===== src/rtl/ws2812_rz_decoder.sv =====
`default_nettype none
// ---------------------------------------------------------------------------
// ws2812_rz_decoder : WS2812 RZ line receiver, high-time bit slicer, 24-bit words
// Revision 1.0
// ---------------------------------------------------------------------------
module ws2812_rz_decoder #(
  parameter int T_GLITCH   = 4,
  parameter int T_THRESH   = 27,
  parameter int T_HIGH_MAX = 60,
  parameter int T_RESET    = 2500,
  parameter int CNT_W      = 12
) (
  input  logic        clk,
  input  logic        rst_n,
  input  logic        RZ_data,
  output logic [23:0] RGB,
  output logic        data_valid,
  output logic        frame_end,
  output logic        bit_err,
  output logic [15:0] pixel_cnt
);

  localparam logic [1:0] SYNC = 2'd0;
  localparam logic [1:0] IDLE = 2'd1;
  localparam logic [1:0] HIGH = 2'd2;
  localparam logic [1:0] LOW  = 2'd3;

  localparam logic [CNT_W-1:0] RESET_LAST = CNT_W'(T_RESET - 1);
  localparam logic [CNT_W-1:0] HIGH_LAST  = CNT_W'(T_HIGH_MAX - 1);
  localparam logic [CNT_W-1:0] GLITCH_MIN = CNT_W'(T_GLITCH);
  localparam logic [CNT_W-1:0] THRESH     = CNT_W'(T_THRESH);
  localparam logic [CNT_W-1:0] CNT_ONE    = CNT_W'(1);

  logic             meta;
  logic             rz_s;
  logic             rz_d;
  logic [1:0]       state;
  logic [CNT_W-1:0] cnt;
  logic [23:0]      shreg;
  logic [4:0]       bidx;
  logic             new_bit;
  logic [23:0]      shifted;

  // cnt holds the high length while in HIGH, so the slicer is a plain compare
  assign new_bit = (cnt >= THRESH);
  assign shifted = {shreg[22:0], new_bit};

  always_ff @(posedge clk) begin
    if (!rst_n) begin
      meta       <= 1'b0;
      rz_s       <= 1'b0;
      rz_d       <= 1'b0;
      state      <= SYNC;
      cnt        <= '0;
      shreg      <= '0;
      bidx       <= '0;
      RGB        <= '0;
      data_valid <= 1'b0;
      frame_end  <= 1'b0;
      bit_err    <= 1'b0;
      pixel_cnt  <= '0;
    end else begin
      meta       <= RZ_data;
      rz_s       <= meta;
      rz_d       <= rz_s;
      data_valid <= 1'b0;
      frame_end  <= 1'b0;
      bit_err    <= 1'b0;

      case (state)
        SYNC: begin
          if (rz_s) begin
            cnt <= '0;
          end else if (cnt == RESET_LAST) begin
            cnt   <= '0;
            state <= IDLE;
          end else begin
            cnt <= cnt + 1'b1;
          end
        end

        IDLE: begin
          if (rz_s && !rz_d) begin
            cnt   <= CNT_ONE;
            state <= HIGH;
          end
        end

        HIGH: begin
          if (rz_s) begin
            if (cnt == HIGH_LAST) begin
              bit_err <= 1'b1;
              bidx    <= '0;
              cnt     <= '0;
              state   <= SYNC;
            end else begin
              cnt <= cnt + 1'b1;
            end
          end else if (cnt < GLITCH_MIN) begin
            bit_err <= 1'b1;
            bidx    <= '0;
            cnt     <= '0;
            state   <= SYNC;
          end else begin
            shreg <= shifted;
            if (bidx == 5'd23) begin
              RGB        <= shifted;
              data_valid <= 1'b1;
              bidx       <= '0;
              if (pixel_cnt != 16'hFFFF) pixel_cnt <= pixel_cnt + 1'b1;
            end else begin
              bidx <= bidx + 1'b1;
            end
            cnt   <= CNT_ONE;
            state <= LOW;
          end
        end

        LOW: begin
          if (rz_s) begin
            cnt   <= CNT_ONE;
            state <= HIGH;
          end else if (cnt == RESET_LAST) begin
            // latch gap: a nonzero bit index means the word was cut short
            frame_end <= 1'b1;
            bit_err   <= (bidx != 5'd0);
            bidx      <= '0;
            pixel_cnt <= '0;
            cnt       <= '0;
            state     <= IDLE;
          end else begin
            cnt <= cnt + 1'b1;
          end
        end

        default: state <= SYNC;
      endcase
    end
  end

endmodule
`default_nettype wire


===== config.mk =====
export PLATFORM = sky130hd
export DESIGN_NAME = ws2812_rz_decoder
export DESIGN_NICKNAME = d
export VERILOG_FILES = /design/src/rtl/ws2812_rz_decoder.sv
export SDC_FILE = /design/constraint.sdc
export NUM_CORES = 1
export LEC_CHECK = 0
export ABC_AREA = 1
export CORE_MARGIN = 5
export CORE_UTILIZATION = 56
export CTS_CLUSTER_DIAMETER = 120
export DETAILED_ROUTE_END_ITERATION = 10
export HOLD_SLACK_MARGIN = 0.02
export PLACE_DENSITY = 0.79
export SLEW_MARGIN = 20
export SYNTH_ARGS = -nofsm -noshare
export SYNTH_HDL_FRONTEND = slang
export SYNTH_SLANG_ARGS = --single-unit

===== constraint.sdc =====
create_clock -name clk -period 2.26 [get_ports clk]
set_clock_uncertainty 0.15 [all_clocks]
set_input_delay 0.452 -clock clk [delete_from_list [all_inputs] [get_ports clk]]
set_output_delay 0.452 -clock clk [all_outputs]
set_load 0.02 [all_outputs]

==> results of run 1 <==
==> cells in the mapped netlist <==
master	n	area share
or2_2	1	0.0015
o21ai_0	7	0.0084
nor2_4	4	0.011
o21a_1	1	0.0018
buf_4	2	0.0036
nand3_2	2	0.0048
nor2_1	54	0.049
nand2_1	143	0.13
o221ai_1	1	0.0021
o211ai_1	1	0.0018
nor3b_1	1	0.0018
ha_1	4	0.012
dfxtp_1	88	0.42
nand3_1	88	0.11
nand4_1	11	0.017
a21oi_2	10	0.021
nor3_1	7	0.0084
xor2_1	10	0.021
buf_8	1	0.0036
o21ai_1	2	0.0024
clkbuf_1	15	0.014
nor2_2	3	0.0045
inv_1	28	0.025
nand2_4	3	0.0081
a31oi_1	1	0.0015
a21boi_0	1	0.0018
o21bai_1	3	0.0054
o31ai_1	2	0.0036
buf_2	7	0.0084
buf_1	1	0.00090
nand2_2	4	0.0060
inv_2	12	0.011
a21oi_1	66	0.079
xnor2_1	1	0.0021
==> final timing paths <==
kind                     start            to  slack, ns  cells after the start
hold reg to reg           meta          rz_s       0.27                      2
hold / removal            meta          rz_s       0.27                      2
setup reg to reg  pixel_cnt[0]  pixel_cnt[0]       0.25                     11
setup / recovery  pixel_cnt[8]  pixel_cnt[8]       0.14                      1
==> final cells by class <==
cell class / count / area, µm²
timing repair buffer: 54 / 543
clock inverter: 6 / 116
multi-input combinational: 431 / 2140
sequential: 88 / 1760
clock buffer: 9 / 124
inverter: 40 / 150
tap: 99 / 124
fill: 660 / 2290
==> cells by family (layout without fill, tap and decap cells) <==
family,count (synthesis),after routing,synth area share
and+or+nand+nor,321,321,0.346
xor gates and xnor gates,11,11,0.0232
buffers and inverters,66,109,0.0661
AOI/OAI and AO/OA,95,95,0.129
adders and majority gates,4,4,0.0120
DFF,88,88,0.423
==> sequential cells by signal, summed over array words and instances (netlist names) <==
register    flops
bidx            5
shreg          23
cnt            12
rz_d            1
pixel_cnt      16
RGB            24
rz_s            1
frame_end       1
data_valid      1
bit_err         1
state           2
meta            1
==> where the power goes <==
part | internal (µW) | total (µW) | switching [µW]
combinational | 24.8 | 85.8 | 61.0
clock | 738 | 1300 | 566
sequential | 1560 | 1560 | 5.72
==> stage by stage <==
stage               hold slack [ns]  std cells  worst slack, ns   util
floorplan                     0.240        585            0.338      -
global placement              0.249        712            0.317  0.649
detailed placement            0.247        712            0.254  0.649
CTS                           0.267        727            0.134  0.683
global route                  0.299        727           0.0100  0.684
finish                        0.265        727            0.143  0.684
==> layer usage <==
layer | GRT usage | vias up | part of all wire | routed length [µm]
met3 | 0.0399 | 7 | 0.043 | 400
met4 | 0.0699 | 0 | 0.011 | 104
met2 | 0.363 | 83 | 0.48 | 4470
met5 | 0 | - | 0 | 0
li1 | - | 2013 | - | -
met1 | 0.275 | 1814 | 0.46 | 4260
==> what timing repair did <==
action                                  CTS  global route
hold buffers                              0             0
resized for setup                         0             1
endpoints found under the setup margin    0             2
==> worst register-to-register path, stage by stage, from the launching register on <==
cell and delay, ns:
dfxtp_1 0.43, ha_1 0.21, nand3_1 0.16, inv_2 0.13
nand2_4 0.07, nor2_4 0.09, nand2_1 0.07, nand3_2 0.09
nand2_4 0.14, nand2_8 0.18, nand2_1 0.10, a21oi_1 0.14
==> results.py, run 1 <==
metrics = {
    "run_status": {
        "status": "finished clean",
    },
    "detailed_routing": {
        "viasPerCell": 5.39,
        "final_antenna_net_count": 0,
        "post_drt_wl_per_cell_um": 12.7,
        "firstDrtPassIters": 4,
        "num_vias": 3917,
        "drt-total-wl_um": 9240,
        "drc": 0,
        "drt_iter0_drc": 178,
    },
    "sta": {
        "setup_viol": 0,
        "period_minus_slack_ns": 2.12,
        "slew_viol_final": 0,
        "slew_headroom": 0.702,
        "rsz0062_at_grt": "false",
        "worst_pin_slew_ns": 0.446,
        "hold_violations": 0,
        "timing.setup.tns_ns": 0,
        "timing.fmax_mhz": 472,
        "min_period_over_period": 0.937,
    },
    "worst_setup_path": {
        "crit_path_max_incr_delay_ns": 0.66,
        "cp.required_ns": 1.66,
        "path_cells": "clkdlybuf4s50_1",
        "crit_buf_inv": 1,
        "end_kind": "primary output",
        "cp_max_fo": 7,
        "critPathArrivalTime_ns": 1.51,
        "cpMaxStageDelayCell": "clkdlybuf4s50_1",
        "path_delay_family": "buffers and inverters",
        "start_kind": "flop",
        "critPathKind": "flop to primary output",
    },
    "layout": {
        "syn_to_final_growth_pct": 19.2,
        "nNetsFinal": 631,
        "mostFrequentLayoutCell": "nand2_1",
        "antennaDiodeCount": 0,
        "final_cell_mix": "143 x nand2_1, 88 x dfxtp_1, 88 x nand3_1, 66 x a21oi_1, 54 x nor2_1",
        "drive_above_1_share": 0.100,
        "finalInstanceArea_um2": 4960,
    },
    "global_routing": {
        "grt_pass1_wl_um": 16000,
        "antenna_found_initial": 0,
        "grt_pass1_vias": 3543,
        "grt_max_degree": 70,
        "track_usage": 0.215,
        "grt_overflow": 0,
    },
    "place": {
        "numPortBuffers": 45,
        "dpl-instance-area_um2": 4710,
        "gp_congestion": 0.915,
        "dpl.hpwl_um": 6350,
    },
    "cts": {
        "clkTransAtPathRegs_ns": 0.09,
        "cts-root-buf": "clkbuf_8",
        "cts.sinks": 88,
        "insertion_delay_ns": 0.35,
        "cts_tree": "built",
        "h-tree-depth": 3,
        "cts_buffers": 9,
        "postCtsSetupRepairBufs": 0,
        "cts_max_path_buffers": 2,
    },
    "synthesis": {
        "synth.distinct_cells": 34,
        "synth-seq-cells": 88,
        "syn_nets": 592,
        "yosysWarnings": 0,
        "postSynthCellCount": 585,
        "yosysSeqAreaShare": 0.423,
        "netlist_area_um2": 4160,
        "syn_area_per_cell_um2": 7.11,
    },
    "power_and_ir_drop": {
        "power.leakage_uw": 0.00177,
        "power_uw": 2950,
        "power_density_nw_per_um2": 595,
        "ir_drop_v": 0.000528,
    },
    "job": {
        "maxCapViolations": 0,
    },
    "floorplan": {
        "rows": 31,
        "io_pins": 46,
        "dieArea_um2": 9260,
        "die_height_um": 96.2,
        "die_w_um": 96.2,
        "floorplan.initialDensity": 0.574,
        "coreArea_um2": 7250,
    },
    "min_path": {
        "hold_path.class": "flop to flop",
    },
}
No activity file was read; power rests on OpenSTA's default activity.
==> run 2: changes to the inputs <==
--- a/config.mk
+++ b/config.mk
@@ -7,11 +7,12 @@
 export LEC_CHECK = 0
 export ABC_AREA = 1
 export CORE_MARGIN = 5
-export CORE_UTILIZATION = 56
+export CORE_UTILIZATION = 58
+export CTS_BUF_LIST = sky130_fd_sc_hd__clkbuf_8
 export CTS_CLUSTER_DIAMETER = 120
 export DETAILED_ROUTE_END_ITERATION = 10
 export HOLD_SLACK_MARGIN = 0.02
-export PLACE_DENSITY = 0.79
+export PLACE_DENSITY = 0.82
 export SLEW_MARGIN = 20
 export SYNTH_ARGS = -nofsm -noshare
 export SYNTH_HDL_FRONTEND = slang
==> run 2 against run 1 <==
  * Register-to-register slack barely moved
  * Critical endpoint is now pixel_cnt[11]
  * Combinational power rose by 6.9%
  * Clock-buffer cell count did not move
  * Worst hold slack improved by 0.00050 ns
  * Sequential power barely moved
  * Clock power fell by 8%
  * Core utilization rose by 3.1 points
  * Critical path type unchanged
  * Critical path depth did not move
==> results.py, run 2 (same netlist as run 1, synthesis figures left out) <==
metrics = {
    "worst_setup_path": {
        "cp_num_cells": 1,
        "r2r_cells": 11,
        "path_cells": "clkdlybuf4s50_1",
        "crit_buf_inv": 1,
        "end_kind": "primary output",
        "start_kind": "flop",
        "path_delay_family": "buffers and inverters",
        "cpMaxStageDelayCell": "clkdlybuf4s50_1",
        "cp.required_ns": 1.66,
        "crit_path_max_incr_delay_ns": 0.67,
        "critPathKind": "flop to primary output",
        "cp_max_fo": 7,
        "critPathArrivalTime_ns": 1.52,
    },
    "detailed_routing": {
        "final_antenna_net_count": 0,
        "drt_iter0_drc": 187,
        "drc": 0,
        "firstDrtPassIters": 5,
        "num_vias": 4020,
        "drt-total-wl_um": 9690,
        "post_drt_wl_per_cell_um": 13.3,
        "viasPerCell": 5.54,
    },
    "cts": {
        "cts_tree": "built",
        "cts.sinks": 88,
        "cts_max_path_buffers": 2,
        "holdBufCountCts": 0,
        "cts-root-buf": "clkbuf_8",
        "cts_buffers": 9,
        "insertion_delay_ns": 0.36,
        "postCtsSetupRepairBufs": 0,
        "h-tree-depth": 3,
        "clkTransAtPathRegs_ns": 0.08,
        "cts_resized": 0,
    },
    "layout": {
        "mostFrequentLayoutCell": "nand2_1",
        "fin_util": 0.715,
        "regMostFlops": "RGB",
        "final_cell_mix": "143 x nand2_1, 88 x dfxtp_1, 88 x nand3_1, 66 x a21oi_1, 54 x nor2_1",
        "nNetsFinal": 633,
        "drive_above_1_share": 0.103,
        "largest_reg_flops": 24,
        "antennaDiodeCount": 0,
        "syn_to_final_growth_pct": 18.7,
        "finalInstanceArea_um2": 4940,
        "reg_top3": "RGB: 24 flops, shreg: 23 flops, pixel_cnt: 16 flops",
    },
    "sta": {
        "min_period_over_period": 0.937,
        "worst_pin_slew_ns": 0.415,
        "slew_viol_final": 0,
        "timing.setup.tns_ns": 0,
        "period_minus_slack_ns": 2.12,
        "slew_headroom": 0.723,
        "timing.fmax_mhz": 472,
        "hold_violations": 0,
        "setup_viol": 0,
        "rsz0062_at_grt": "false",
    },
    "global_routing": {
        "grt_overflow": 0,
        "antenna_found_initial": 0,
        "grt_max_degree": 54,
        "grt_pass1_vias": 3881,
        "track_usage": 0.229,
        "grt_pass1_wl_um": 16900,
    },
    "floorplan": {
        "coreArea_um2": 6910,
        "dieArea_um2": 8970,
        "die_height_um": 94.7,
        "io_pins": 46,
        "rows": 30,
        "floorplan.initialDensity": 0.603,
        "die_w_um": 94.7,
    },
    "place": {
        "dpl-instance-area_um2": 4720,
        "numPortBuffers": 45,
        "gp_congestion": 0.935,
        "dpl.hpwl_um": 6520,
    },
    "job": {
        "maxCapViolations": 0,
    },
    "power_and_ir_drop": {
        "ir_drop_v": 0.000432,
        "power_uw": 2850,
        "power_density_nw_per_um2": 576,
        "power.leakage_uw": 0.00176,
    },
    "min_path": {
        "hold_path_depth": 2,
        "hold_path.class": "flop to flop",
    },
    "run_status": {
        "status": "finished clean",
    },
}
run 2: cell types whose count changed in the layout (fill, tap and decap cells not counted):
cell / before / now
buf_4: 7 / 9
clkinv_4: 1 / 2
nand2_8: 1 / 0
inv_6: 2 / 1
clkinvlp_4: 0 / 1
bufinv_16: 3 / 2
nand2_4: 2 / 3
run 2: area by class of cell:
type	count	area (µm²)
multi-input cells	431	2130
repair buffers	56	558
fillers	597	1970
inverters	40	150
flip-flops and latches	88	1760
clock inverters	6	93.8
clock buffers	9	124
well taps	96	120
run 2: report_power, final:
group          internal (µW)  switching (µW)  total [µW]  leakage, µW
Combinational           27.9            63.9        91.7     0.000943
Sequential              1560            5.68        1560     0.000709
Clock                    624             567        1190     0.000106
run 2: path summary, 6_finish.rpt:
kind                                    start  slack, ns       endpoint
worst max-delay path            pixel_cnt[11]       0.14  pixel_cnt[11]
worst min register to register           meta       0.27           rz_s
worst max register to register   pixel_cnt[0]       0.24  pixel_cnt[10]
worst min-delay path                     meta       0.27           rz_s
run 2: per-layer routing:
metal / vias to the layer above / GRT usage / share of wire
met5: - / 0 / 0
met4: 0 / 0.101 / 0.014
met3: 17 / 0.0390 / 0.060
met2: 131 / 0.391 / 0.49
met1: 1860 / 0.283 / 0.44
li1: 2012 / - / -
run 2: stage by stage:
stage          worst slack [ns]  hold slack, ns  instances
5_1_grt                  0.0580           0.312        726
3_3_place_gp              0.359           0.244        711
2_1_floorplan             0.338           0.240        585
3_5_place_dp              0.276           0.250        711
6_report                  0.143           0.266        726
4_1_cts                   0.124           0.269        726
==> run 3: changes to the inputs <==
--- a/config.mk
+++ b/config.mk
@@ -6,14 +6,15 @@
 export NUM_CORES = 1
 export LEC_CHECK = 0
 export ABC_AREA = 1
-export CORE_MARGIN = 5
+export CAP_MARGIN = 10
+export CORE_MARGIN = 1
 export CORE_UTILIZATION = 58
 export CTS_BUF_LIST = sky130_fd_sc_hd__clkbuf_8
 export CTS_CLUSTER_DIAMETER = 120
 export DETAILED_ROUTE_END_ITERATION = 10
 export HOLD_SLACK_MARGIN = 0.02
 export PLACE_DENSITY = 0.82
-export SLEW_MARGIN = 20
+export SLEW_MARGIN = 10
 export SYNTH_ARGS = -nofsm -noshare
 export SYNTH_HDL_FRONTEND = slang
 export SYNTH_SLANG_ARGS = --single-unit
==> run 3 against run 2 <==
  * Sequential power hardly changed
  * Combinational power down 0.5%
  * Global-route usage grew 3.1 points
  * Non-clock buffer count shrank 1
  * Critical path type unchanged
  * Via count is 0.87% lower
  * Critical endpoint is now pixel_cnt[6]
  * Clock-buffer cell count did not move
  * Core utilization shrank 0.10 points
==> results.py, run 3 (same netlist as run 1, synthesis figures left out) <==
metrics = {
    "detailed_routing": {
        "drt-total-wl_um": 9340,
        "viasPerCell": 5.49,
        "num_vias": 3985,
        "post_drt_wl_per_cell_um": 12.9,
        "drc": 0,
        "final_antenna_net_count": 0,
        "drt_iter0_drc": 208,
        "firstDrtPassIters": 5,
    },
    "floorplan": {
        "floorplan.initialDensity": 0.606,
        "dieArea_um2": 7520,
        "rows": 30,
        "io_pins": 46,
        "die_w_um": 86.7,
        "die_height_um": 86.7,
        "coreArea_um2": 6870,
    },
    "worst_setup_path": {
        "path_delay_family": "buffers and inverters",
        "cp.required_ns": 1.66,
        "critPathKind": "flop to primary output",
        "start_kind": "flop",
        "end_kind": "primary output",
        "path_cells": "clkdlybuf4s50_1",
        "crit_path_max_incr_delay_ns": 0.66,
        "cp_max_fo": 6,
        "cpMaxStageDelayCell": "clkdlybuf4s50_1",
        "critPathArrivalTime_ns": 1.50,
        "crit_buf_inv": 1,
    },
    "layout": {
        "antennaDiodeCount": 0,
        "finalInstanceArea_um2": 4910,
        "multi_input_area_um2": 2130,
        "regMostFlops": "RGB",
        "mostFrequentLayoutCell": "nand2_1",
        "finalNonFillerCells": 726,
        "drive_above_1_share": 0.102,
        "syn_to_final_growth_pct": 17.9,
        "reg_top3": "RGB: 24 flops, shreg: 23 flops, pixel_cnt: 16 flops",
        "nNetsFinal": 632,
        "final_cell_mix": "143 x nand2_1, 88 x dfxtp_1, 88 x nand3_1, 66 x a21oi_1, 54 x nor2_1",
        "seq_area_um2": 1760,
        "fin_util": 0.714,
        "largest_reg_flops": 24,
        "fill_cells": 575,
    },
    "cts": {
        "h-tree-depth": 3,
        "cts_buffers": 9,
        "cts-root-buf": "clkbuf_8",
        "cts_resized": 0,
        "cts_tree": "built",
        "postCtsSetupRepairBufs": 0,
        "cts_max_path_buffers": 2,
        "holdBufCountCts": 0,
        "clkTransAtPathRegs_ns": 0.09,
        "cts.sinks": 88,
        "insertion_delay_ns": 0.36,
    },
    "place": {
        "gp_congestion": 0.937,
        "dp.cells": 710,
        "dpl.hpwl_um": 6490,
        "dpl-instance-area_um2": 4730,
        "numPortBuffers": 45,
    },
    "power_and_ir_drop": {
        "ir_drop_v": 0.000333,
        "p_sw_frac": 0.251,
        "power_density_nw_per_um2": 543,
        "power_frac_seq": 0.586,
        "combPwrFrac": 0.034,
        "switchingPower_uw": 668,
        "intPower_uw": 2000,
        "power.clock.fraction": 0.380,
        "power.leakage_uw": 0.00175,
    },
    "global_routing": {
        "grt_pass1_wl_um": 15700,
        "track_usage": 0.260,
        "grt_max_degree": 48,
        "grt_overflow": 0,
        "grt_pass1_vias": 3589,
        "antenna_found_initial": 0,
    },
    "sta": {
        "setup_viol": 0,
        "slew_headroom": 0.714,
        "min_period_over_period": 0.932,
        "timing.setup.tns_ns": 0,
        "slew_viol_final": 0,
        "hold_violations": 0,
        "rsz0062_at_grt": "false",
        "worst_pin_slew_ns": 0.428,
        "timing.fmax_mhz": 475,
        "period_minus_slack_ns": 2.11,
    },
    "run_status": {
        "status": "finished clean",
    },
    "min_path": {
        "hold_path.class": "flop to flop",
    },
    "job": {
        "maxCapViolations": 0,
    },
}
==> run 3: changes by cell type in the layout (fill, tap and decap cells not counted), sizes merged <==
| cell | before | now |
|---|---|---|
| inv | 41 | 44 |
| buf | 11 | 10 |
| bufinv | 2 | 0 |
==> run 3: power by group through the flow <==
stage          combinational [µW]  sequential (µW)  clock [µW]
2_1_floorplan                62.7             1600           0
3_3_place_gp                 87.5             1600           0
3_5_place_dp                 90.2             1600           0
4_1_cts                      90.9             1560        1030
5_1_grt                       101             1560        1090
6_report                     91.2             1560        1010
==> run 3: final cells by class <==
class | instances | share of cell area
multi-input combinational | 431 | 0.435
sequential | 88 | 0.359
timing repair buffer | 55 | 0.115
inverter | 40 | 0.0306
clock buffer | 9 | 0.0252
tap | 96 | 0.0245
clock inverter | 7 | 0.0112
==> run 3: stage by stage <==
step                worst slack, ns  power (µW)  hold WS [ns]
floorplan                     0.338        1660         0.240
global placement              0.330        1690         0.247
detailed placement            0.255        1690         0.254
CTS                           0.160        2680         0.278
global route                 0.0233        2750         0.311
finish                        0.155        2660         0.270
==> run 3: worst paths after layout <==
path | startpoint | end | slack [ns] | cells past startpoint
setup / recovery | pixel_cnt[6] | pixel_cnt[6] | 0.15 | 1
hold / removal | meta | rz_s | 0.27 | 2
hold reg to reg | meta | rz_s | 0.27 | 2
setup reg to reg | pixel_cnt[0] | pixel_cnt[1] | 0.21 | 11
==> run 3: routing by layer <==
| metal | GRT usage | up-vias | wire length (µm) |
|---|---|---|---|
| met5 | 0 | - | 0 |
| met4 | 0.111 | 0 | 168 |
| met3 | 0.0362 | 18 | 424 |
| met2 | 0.447 | 123 | 4540 |
| met1 | 0.328 | 1834 | 4210 |
| li1 | - | 2010 | - |
